$ cat config.mk
export PLATFORM = sky130hd
export DESIGN_NAME = shift_sweep_ctrl
export DESIGN_NICKNAME = d
export VERILOG_FILES = /design/src/rtl/shift_sweep_pkg.sv /design/src/rtl/mod_m_counter.sv /design/src/rtl/shift_sweep_ctrl.sv
export SDC_FILE = /design/constraint.sdc
export NUM_CORES = 1
export LEC_CHECK = 0
export ABC_AREA = 1
export CAP_MARGIN = 15
export CORE_ASPECT_RATIO = 1.2
export CORE_MARGIN = 3
export CORE_UTILIZATION = 40
export DETAILED_ROUTE_END_ITERATION = 10
export PLACE_DENSITY = 0.71
export SKIP_LAST_GASP = 1
export SLEW_MARGIN = 20
export SYNTH_ARGS = -nofsm -noshare
export SYNTH_HDL_FRONTEND = slang
export SYNTH_HIERARCHICAL = 1
export SYNTH_SLANG_ARGS = --single-unit
export TNS_END_PERCENT = 1
$ cat constraint.sdc
create_clock -name clk -period 1.65 [get_ports clk]
set_input_delay 0.33 -clock clk [delete_from_list [all_inputs] [get_ports clk]]
set_output_delay 0.33 -clock clk [all_outputs]
set_load 0.01 [all_outputs]
$ cat src/rtl/shift_sweep_pkg.sv
// Shared types and constants for the shift sweep sequencer.
// Ports: none (package only).
package shift_sweep_pkg;

    typedef enum logic [1:0] {
        IDLE,
        RUN,
        PAUSE
    } sweep_state_t;

    localparam logic LR_RIGHT = 1'b1;
    localparam logic LR_LEFT  = 1'b0;

endpackage

$ cat src/rtl/mod_m_counter.sv
// Modulo-M prescaler producing a one-cycle tick every M enabled cycles.
// Ports: clk, reset (async, high), clr (sync clear), en (count enable),
//        tick (high while count == M-1 and enabled).
module mod_m_counter #(
    parameter int M = 5_000_000
) (
    input  logic clk,
    input  logic reset,
    input  logic clr,
    input  logic en,
    output logic tick
);

    localparam int CW = (M > 1) ? $clog2(M) : 1;
    localparam logic [CW-1:0] LAST = CW'(M - 1);

    logic [CW-1:0] count;

    always_ff @(posedge clk or posedge reset) begin
        if (reset) begin
            count <= '0;
        end else if (clr) begin
            count <= '0;
        end else if (en) begin
            count <= (count == LAST) ? '0 : count + 1'b1;
        end
    end

    // Gated by en so a phase frozen at M-1 during PAUSE never leaks out.
    assign tick = en && (count == LAST);

endmodule

$ cat src/rtl/shift_sweep_ctrl.sv
// Sequencer stepping a barrel shifter's amount through 0..W-1 per tick.
// Ports: clk, reset (async, high); load/din/dir_in operand capture;
//        start/stop/step/cont/auto_rev control; a/amt/lr to the shifter;
//        busy (RUN or PAUSE), done (single-sweep completion pulse).
module shift_sweep_ctrl
    import shift_sweep_pkg::*;
#(
    parameter int W      = 16,
    parameter int AW     = $clog2(W),
    parameter int TICK_M = 5_000_000
) (
    input  logic          clk,
    input  logic          reset,
    input  logic          load,
    input  logic [W-1:0]  din,
    input  logic          dir_in,
    input  logic          start,
    input  logic          stop,
    input  logic          step,
    input  logic          cont,
    input  logic          auto_rev,
    output logic [W-1:0]  a,
    output logic [AW-1:0] amt,
    output logic          lr,
    output logic          busy,
    output logic          done
);

    localparam logic [AW-1:0] AMT_MAX = AW'(W - 1);

    sweep_state_t  state, state_n;
    logic [W-1:0]  a_n;
    logic [AW-1:0] amt_n;
    logic          lr_n;
    logic          done_n;
    logic          adv;
    logic          go;
    logic          tick;

    // go marks start acceptance; it realigns the prescaler phase.
    mod_m_counter #(
        .M(TICK_M)
    ) u_presc (
        .clk  (clk),
        .reset(reset),
        .clr  (go),
        .en   (state == RUN),
        .tick (tick)
    );

    always_comb begin
        state_n = state;
        a_n     = a;
        amt_n   = amt;
        lr_n    = lr;
        done_n  = 1'b0;
        adv     = 1'b0;
        go      = 1'b0;

        unique case (state)
            IDLE: begin
                amt_n = '0;
                if (load) begin
                    a_n  = din;
                    lr_n = dir_in;
                end
                if (start) begin
                    state_n = RUN;
                    go      = 1'b1;
                end
            end
            RUN: begin
                // stop discards a coincident tick
                if (stop) begin
                    state_n = PAUSE;
                end else if (tick) begin
                    adv = 1'b1;
                end
            end
            PAUSE: begin
                if (load) begin
                    a_n  = din;
                    lr_n = dir_in;
                end
                if (stop) begin
                    state_n = PAUSE;
                end else if (start) begin
                    state_n = RUN;
                    go      = 1'b1;
                end else if (step) begin
                    adv = 1'b1;
                end
            end
            default: begin
                state_n = IDLE;
            end
        endcase

        if (adv) begin
            if (amt != AMT_MAX) begin
                amt_n = amt + 1'b1;
            end else begin
                amt_n = '0;
                if (cont) begin
                    if (auto_rev) begin
                        lr_n = (lr == LR_RIGHT) ? LR_LEFT : LR_RIGHT;
                    end
                end else begin
                    done_n  = 1'b1;
                    state_n = IDLE;
                end
            end
        end
    end

    always_ff @(posedge clk or posedge reset) begin
        if (reset) begin
            state <= IDLE;
            a     <= '0;
            amt   <= '0;
            lr    <= LR_RIGHT;
            done  <= 1'b0;
        end else begin
            state <= state_n;
            a     <= a_n;
            amt   <= amt_n;
            lr    <= lr_n;
            done  <= done_n;
        end
    end

    assign busy = (state != IDLE);

endmodule

==> results of run 1 <==
[power breakdown]
group / total, mW / switching, mW / internal, mW
Clock: 0.730 / 0.422 / 0.307
Combinational: 2.13 / 1.05 / 1.09
Sequential: 1.55 / 0.149 / 1.40
[worst max-delay path: stages, from the launching register on]
cell and delay [ns]:
dfrtp_1 0.40, inv_2 0.07, ha_4 0.18, buf_4 0.13, inv_1 0.06, clkdlybuf4s15_1 0.24
[sequential cells by signal, summed over array words and instances (netlist names)]
name           flops
state              2
done               1
lr                 1
u_presc/count     23
a                 16
amt                4
[stage by stage]
step	cell area [sq um]	power (mW)	cells	setup WS, ns	hold slack (ns)
after floorplan	2790	2.57	368	0.0124	0.332
after global placement	3620	3.46	534	-0.236	0.465
after detailed placement	3620	3.50	534	-0.312	0.474
after CTS	3730	4.27	543	-0.0990	0.400
after global routing	3800	4.72	547	-0.162	0.429
final	3800	4.41	547	-0.0670	0.393
[cells in the mapped netlist (all sizes together), types with 2 or more instances]
cell type,number
dfrtp,46
or2,2
nand2,114
nand3b,4
nor3,3
nand4,10
nor2,58
o21ai,21
xor2,5
buf,6
inv,54
a21oi,2
ha,6
nand3,30
xnor2,4
[cell usage in the layout (no fill, tap or decap)]
cell type	count
clkdlybuf4s50_1	45
clkdlybuf4s15_1	1
or2_2	1
dlygate4sd2_1	1
nand2_1	105
a21oi_1	2
nand3_1	26
dfrtp_1	46
ha_2	1
buf_12	1
clkbuf_8	5
dfstp_2	1
ha_4	2
buf_6	2
buf_4	43
nor3_1	3
nand4_1	10
o21bai_1	1
nor2_1	39
or2_4	1
nand3b_1	4
xnor2_1	4
nor2_2	15
o21ai_2	11
nor2_4	4
o21ai_1	2
inv_6	2
inv_2	5
nand2_4	3
inv_1	49
o21ai_0	8
clkinv_2	1
ha_1	3
xor2_1	5
nand3_2	4
nand2_2	6
[path summary, 6_finish.rpt]
path	startpoint	to	slack (ns)
max in group asynchronous	reset	lr$_DFF_PP1_	0.97
worst min-delay path	reset	u_presc/count[4]$_DFFE_PP0P_	0.39
worst min register to register	a[5]$_DFFE_PP0P_	a[5]$_DFFE_PP0P_	0.49
min in group clk	a[5]$_DFFE_PP0P_	a[5]$_DFFE_PP0P_	0.49
worst max-delay path	state[1]$_DFF_PP0_	busy	-0.07
worst max register to register	state[0]$_DFF_PP0_	u_presc/count[6]$_DFFE_PP0P_	-0.02
[per-layer routing]
metal | routed length [microns] | track usage, % | up-vias | share of wire, %
li1 | - | - | 1323 | -
met1 | 2770 | 22.0 | 1160 | 43
met2 | 3260 | 28.3 | 67 | 50
met3 | 366 | 4.92 | 11 | 5.6
met4 | 102 | 4.73 | 0 | 1.6
met5 | 0 | 0 | - | 0
[layout make-up]
cell class	count	area [sq um]
multi-input cells	260	1390
clock buffers	5	68.8
repair buffers	93	835
fillers	608	2810
flip-flops and latches	47	1180
inverters	54	203
well taps	85	106
clock inverters	3	22.5
[repair_timing]
item                       in CTS  in global routing
setup endpoints to repair      25                 36
buffers inserted                1                  4
pin swaps                       0                  7
resized for setup               5                 13
[cell families (layout without fill, tap and decap cells)]
logic type      Yosys count  count (layout)
compound gates           24              24
xor+xnor                  9               9
fa+ha+maj                 6               6
buf+inv                  61             155
flops                    47              47
simple gates            221             221
==> run summary, run 1 <==
largest family of logic cells by synthesized area - simple AND/OR/NAND/NOR gates
hpwl dp - 4.97 mm
Tmin final - 1.72 ns
first drt pass iteration count - 4
IR drop worst, VDD - 0.867 mV
most common flop cell mapped by yosys - dfrtp_1
average cell area after synthesis - 7.58 sq um
EDFF count, synth - 0
mux contribution to synthesized area - 0%
Max Clk Rate - 582 MHz
global route overflow - 0
R2R cell count - 9
CP max FO - 4
largest net degree at the start of global routing - 33
adder-cell share of the synthesized area - 2.69%
final setup vio count - 6
clk root buf - clkbuf_8
number of global-route vias before repair - 2547
ant diodes - 0
CP Data Required Time - 1.32 ns
first-pass GRT wire length - 11.1 mm
initial DRC count - 81
XOR/XNOR share of the synthesized area - 2.83%
CTS tree - done
simple-gate share of the synthesized area - 36.9%
layout cells sized above 1 - 23.4%
Post-Syn Area - 0.00279 sq mm
row cnt - 32
Final nets - 492
final core utilization - 57.5%
register area share after synthesis - 42.2%
fin crit share - 104%
synthesized flop and latch total - 47
Slew Limit Headroom - 74.3%
DRT Wirelength - 6.50 mm
Worst Setup Slack, final - -0.0670 ns
Syn Nets - 399
Reg clk slew, reported paths - 0.10 ns
# IOs - 48
skew final - 0.00989 ns
leakage - 1.84 nW
Crit Path Class - flop to output pin
Sum Neg Setup Slack - -0.159 ns
unrepaired setup endpoints after global routing - true
Yosys top cell area share - 41.3%
synthesized instance count - 368
initial antenna violation count - 0
failing checks - setup timing
clock sinks - 47
Pins Over Slew Limit - 0
hold_buf cts - 0
CTS buffer count - 5
vias post-DR - 2561
Die ar. - 0.00801 sq mm
Power Density - 1160 mW/mm^2
Yosys top cell by area - dfrtp_1
die width - 82.2 microns
DR WL/cell - 11.9 microns
largest cells by area after synthesis - dfrtp_1, nand2_1, inv_1
Hold Path Class - input pin to async pin
Max Cap Viol - 0
Core Box Area - 0.00661 sq mm
clk buf depth - 2
Fin. Hold Viols - 0
crit end category - output pin
# H-tree levels - 2
Via density - 4.68
ys async rst share - 100%
Cell variety after synth - 29
die height - 97.5 microns
startpoint types - flop
DRC - 0
Initial Util - 42.2%
Synthesis Warnings - 6
Worst-Skew Late Latency - 0.30 ns
gr usage total - 17.3%
worst endpoint data arrival time - 1.39 ns
port buffer count - 47
Tightest Pin Transition - 0.386 ns
area grow syn2layout - 36.3%
status - finished with violations
post-synthesis compound-gate area fraction - 5.88%
GP Congestion - 0.899
Antenna Nets Post-Route - 0
(Power assumes the default switching activity.)
==> run 2: changes to the inputs <==
--- a/config.mk
+++ b/config.mk
@@ -7,7 +7,7 @@
 export LEC_CHECK = 0
 export ABC_AREA = 1
 export CAP_MARGIN = 15
-export CORE_ASPECT_RATIO = 1.2
+export CORE_ASPECT_RATIO = 1.5
 export CORE_MARGIN = 3
 export CORE_UTILIZATION = 40
 export DETAILED_ROUTE_END_ITERATION = 10
==> run 2 against run 1 <==
Compared with the run above:
- the run still ends with setup timing left
- largest power group unchanged
- sequential share of layout area hardly changed
- hold slack worse by 0.018 ns
- worst setup slack better by 0.020 ns
- critical path depth fell by 4
- clock skew down 0.0016 ns
- die area increased by 0.20%
- largest cell class unchanged
- count of clock-buffer cells in the layout grew 1
- wire length is 4.9% higher
- combinational power decreased by 6%
- first-iteration DRC count up 73%
- clock power increased by 26%
==> run summary, run 2 (synthesis results as in run 1) <==
status - finished with violations
failing checks - setup timing
most frequent cells in the layout - nand2_1, inv_1, dfrtp_1
vias post-DR - 2622
final core utilization - 57.4%
CP max FO - 7
DP Cell Count - 523
startpoint types - flop
Antenna Nets Post-Route - 0
die height - 108 microns
layout cells sized above 1 - 23.0%
final setup vio count - 8
most common cell after layout, fill and taps aside - nand2_1
Max Cap Viol - 0
Largest register FFs - 23
Tmin final - 1.70 ns
biggest regs - u_presc/count: 23 flops, a: 16 flops, amt: 4 flops
# H-tree levels - 2
IR drop worst, VDD - 0.908 mV
Pins Over Slew Limit - 0
Slew Limit Headroom - 76.8%
CP Data Required Time - 1.32 ns
Core Box Area - 0.00662 sq mm
largest net degree at the start of global routing - 33
skew final - 0.00834 ns
Tightest Pin Transition - 0.345 ns
CTS tree - done
initial antenna violation count - 0
number of global-route vias before repair - 2529
die width - 74.2 microns
DRT Wirelength - 6.82 mm
port buffer count - 47
ant diodes - 0
clk root buf - clkbuf_8
CTS buffer count - 5
Power Density - 1170 mW/mm^2
first-pass GRT wire length - 11.2 mm
hpwl dp - 5.14 mm
clk buf depth - 2
# IOs - 48
hold_buf cts - 0
Max Clk Rate - 589 MHz
fin crit share - 103%
DRC - 0
fin cells - 536
leakage - 1.86 nW
gr usage total - 18.0%
Via density - 4.89
GP Congestion - 0.890
first drt pass iteration count - 5
pre-CTS setup slack - -0.308 ns
worst endpoint data arrival time - 1.37 ns
area grow syn2layout - 36.2%
Worst Setup Slack, final - -0.0471 ns
critical path's slowest cell - clkdlybuf4s50_1
crit end category - output pin
Hold Path Class - input pin to async pin
clock sinks - 47
global route overflow - 0
Biggest register - u_presc/count
CP max stage delay - 0.58 ns
DR WL/cell - 12.7 microns
Initial Util - 42.1%
Hold WS - 0.376 ns
Die ar. - 0.00803 sq mm
Worst-Skew Late Latency - 0.31 ns
initial DRC count - 140
Final nets - 490
fill count - 629
crit path cell chain - clkdlybuf4s50_1
Crit Path Class - flop to output pin
row cnt - 36
Reg clk slew, reported paths - 0.10 ns
unrepaired setup endpoints after global routing - true
worst path buffer plus inverter count - 1
critical path's top delay family - buffers and inverters
Fin. Hold Viols - 0
==> run 2: power breakdown <==
| group | internal, mW | switching [mW] |
|---|---|---|
| Combinational | 0.983 | 1.01 |
| Clock | 0.499 | 0.423 |
| Sequential | 1.40 | 0.139 |
| Total | 2.88 | 1.58 |
==> run 2: tightest hold or removal path: cells and delay by family <==
family                 cells  cell delay (ns)
buffers and inverters      3             0.76
==> run 2: worst paths after layout <==
kind	from	endpoint	slack (ns)	cells after the start
hold / removal	reset	a[11]$_DFFE_PP0P_	0.38	3
max in group asynchronous	reset	lr$_DFF_PP1_	0.99	3
setup reg to reg	state[0]$_DFF_PP0_	u_presc/count[14]$_DFFE_PP0P_	-0.02	10
setup / recovery	amt[2]$_DFFE_PP0P_	amt[2]	-0.05	1
min in group clk	a[2]$_DFFE_PP0P_	a[2]$_DFFE_PP0P_	0.49	2
hold reg to reg	a[2]$_DFFE_PP0P_	a[2]$_DFFE_PP0P_	0.49	2
==> run 2: stage by stage <==
stage | total power [mW] | instance area [sq um] | TNS [ns]
2_1_floorplan | 2.57 | 2790 | 0
5_1_grt | 4.76 | 3800 | -3.74
3_5_place_dp | 3.47 | 3600 | -5.52
3_3_place_gp | 3.43 | 3600 | -4.92
6_report | 4.46 | 3800 | -0.153
4_1_cts | 4.45 | 3740 | -1.99
==> run 2: cell type report <==
type	instances	area (sq um)	area share, %
clock buffers	6	82.6	2.17
repair buffers	91	811	21.3
multi-input cells	260	1390	36.6
flip-flops and latches	47	1180	31.0
clock inverters	2	38.8	1.02
well taps	76	95.1	2.50
inverters	54	203	5.33
==> run 2: layer usage <==
metal	global-route usage [%]	up-vias	routed length, microns
li1	-	1325	-
met5	0	-	0
met1	19.6	1196	2670
met4	8.29	0	260
met2	30.6	78	3470
met3	6.23	23	418
==> run 2: what timing repair did <==
item / 4_1_cts / 5_1_grt
endpoints found under the hold margin: 0 / 0
buffers inserted: 1 / 4
pin swaps: 0 / 5
gates resized for setup: 7 / 11
endpoints found under the setup margin: 30 / 52
==> run 3: changes to the inputs <==
--- a/config.mk
+++ b/config.mk
@@ -9,9 +9,9 @@
 export CAP_MARGIN = 15
 export CORE_ASPECT_RATIO = 1.5
 export CORE_MARGIN = 3
-export CORE_UTILIZATION = 40
+export CORE_UTILIZATION = 48
 export DETAILED_ROUTE_END_ITERATION = 10
-export PLACE_DENSITY = 0.71
+export PLACE_DENSITY = 0.81
 export SKIP_LAST_GASP = 1
 export SLEW_MARGIN = 20
 export SYNTH_ARGS = -nofsm -noshare
==> run 3 against run 2 <==
Compared with the run above:
- the flow still finishes with violations (setup timing)
- register-to-register slack worse by 0.02 ns
- final area up 2.2%
- flip-flop and latch count unchanged
- final cell count down 0.75%
- hold slack better by 0.021 ns
- clock power up 8%
- via count up 3.4%
- sequential share of layout area down 0.67 points
- critical path type is now flop to flop
- critical endpoint is now state[1]$_DFF_PP0_
- highest routed layer unchanged
==> run summary, run 3 (synthesis results as in run 1) <==
initial antenna violation count - 0
status - finished with violations
vias post-DR - 2711
GR Layer Usage met3 - 6.55%
worst path buffer plus inverter count - 2
Sum Neg Setup Slack - -0.142 ns
Worst-Skew Late Latency - 0.30 ns
startpoint types - flop
failing checks - setup timing
unrepaired setup endpoints after global routing - true
most frequent cells in the layout - nand2_1, inv_1, dfrtp_1
CP Data Required Time - 1.85 ns
DR WL/cell - 13.1 microns
GP Congestion - 0.970
gr usage total - 22.0%
GRT met1 Usage - 24.4%
Via density - 5.10
Worst Setup Slack, final - -0.0354 ns
global route overflow - 0
met2 Use GR - 37.7%
CTS tree - done
die height - 99.4 microns
final setup vio count - 7
Antenna Nets Post-Route - 0
clk root buf - clkbuf_8
CP max stage delay - 0.39 ns
Pins Over Slew Limit - 0
hpwl dp - 4.97 mm
Crit Path Class - flop to flop
DRT Wirelength - 6.95 mm
fin crit share - 102%
number of global-route vias before repair - 2755
crit end category - flop
biggest regs - u_presc/count: 23 flops, a: 16 flops, amt: 4 flops
clock sinks - 47
row cnt - 33
Fin. Hold Viols - 0
Max Clk Rate - 593 MHz
worst endpoint data arrival time - 1.89 ns
Biggest register - u_presc/count
leakage - 1.89 nW
CTS buffer count - 5
Reg clk slew, reported paths - 0.09 ns
Core Box Area - 0.00553 sq mm
hold_buf cts - 0
CP max FO - 6
die width - 68.2 microns
DRC - 0
first-pass GRT wire length - 11.6 mm
port buffer count - 47
crit path cell chain - inv_1 -> nand2_1 -> nor2_2 -> nand2_1 -> nor2_4 -> nand3_2 -> inv_2 -> nand3_2 -> nand2_4 -> nand2_4 -> nor2_4 -> nor2_2
Power Density - 1220 mW/mm^2
final core utilization - 70.2%
initial DRC count - 216
Max Cap Viol - 0
Hold Path Class - input pin to async pin
skew final - 0.00540 ns
Die ar. - 0.00678 sq mm
Initial Util - 50.4%
critical path's top delay family - simple AND/OR/NAND/NOR gates
Largest register FFs - 23
Tmin final - 1.69 ns
Most Used Layer, Global Route - met2
area grow syn2layout - 39.3%
Tightest Pin Transition - 0.345 ns
Final nets - 492
Critical Path Source - u_presc/count[6]$_DFFE_PP0P_
critical path's slowest cell - dfrtp_1
clk buf depth - 2
IR drop worst, VDD - 1.15 mV
first drt pass iteration count - 4
most common cell after layout, fill and taps aside - nand2_1
# H-tree levels - 2
fill count - 423
# IOs - 48
worst r2r src - u_presc/count[6]$_DFFE_PP0P_
Slew Limit Headroom - 76.8%
layout cells sized above 1 - 24.7%
largest net degree at the start of global routing - 33
ant diodes - 0
-- run 3: metal layers --
layer,routed length (microns),vias to the layer above
met2,3610,123
met5,0,-
li1,-,1322
met4,245,0
met3,515,29
met1,2580,1237
-- run 3: where the power goes --
group          internal [mW]  switching [mW]  total [mW]
clock network          0.606           0.394        1.00
logic                   1.11            1.09        2.20
registers               1.40           0.150        1.55
total                   3.12            1.63        4.75
-- run 3: path summary, 6_finish.rpt --
kind | slack [ns] | cells after the start | endpoint
min reg2reg | 0.49 | 2 | a[1]$_DFFE_PP0P_
max | -0.04 | 12 | state[1]$_DFF_PP0_
min | 0.40 | 3 | u_presc/count[8]$_DFFE_PP0P_
min in group clk | 0.49 | 2 | a[1]$_DFFE_PP0P_
max reg2reg | -0.04 | 12 | state[1]$_DFF_PP0_
max in group asynchronous | 0.96 | 3 | lr$_DFF_PP1_
-- run 3: layout make-up --
cell class              instances  area (sq um)  area share (%)
clock buffers                   6          72.6            1.87
inverters                      54           203            5.22
flip-flops and latches         47          1180            30.3
repair buffers                 93           833            21.5
multi-input cells             260          1450            37.3
well taps                      70          87.6            2.26
clock inverters                 2          60.1            1.55
-- run 3: through the flow --
stage               hold WS (ns)  power (mW)  std cells  area (sq um)  setup slack, ns
CTS                        0.411        4.55        527          3750          -0.0898
finish                     0.397        4.75        532          3880          -0.0354
floorplan                  0.332        2.57        368          2790           0.0124
global route               0.440        5.05        532          3880           -0.135
global placement           0.464        3.42        518          3600           -0.284
detailed placement         0.469        3.47        518          3600           -0.319
-- run 3: worst min-delay path: stages --
cell and delay, ns:
clkdlybuf4s50_1 0.42, inv_1 0.06, buf_4 0.29
-- run 3: repair_timing --
| item | 4_1_cts | 5_1_grt |
|---|---|---|
| gates cloned | 0 | 0 |
| gates resized for setup | 7 | 27 |
| buffers inserted | 1 | 5 |
| pin swaps | 2 | 18 |
| setup endpoints to repair | 33 | 36 |
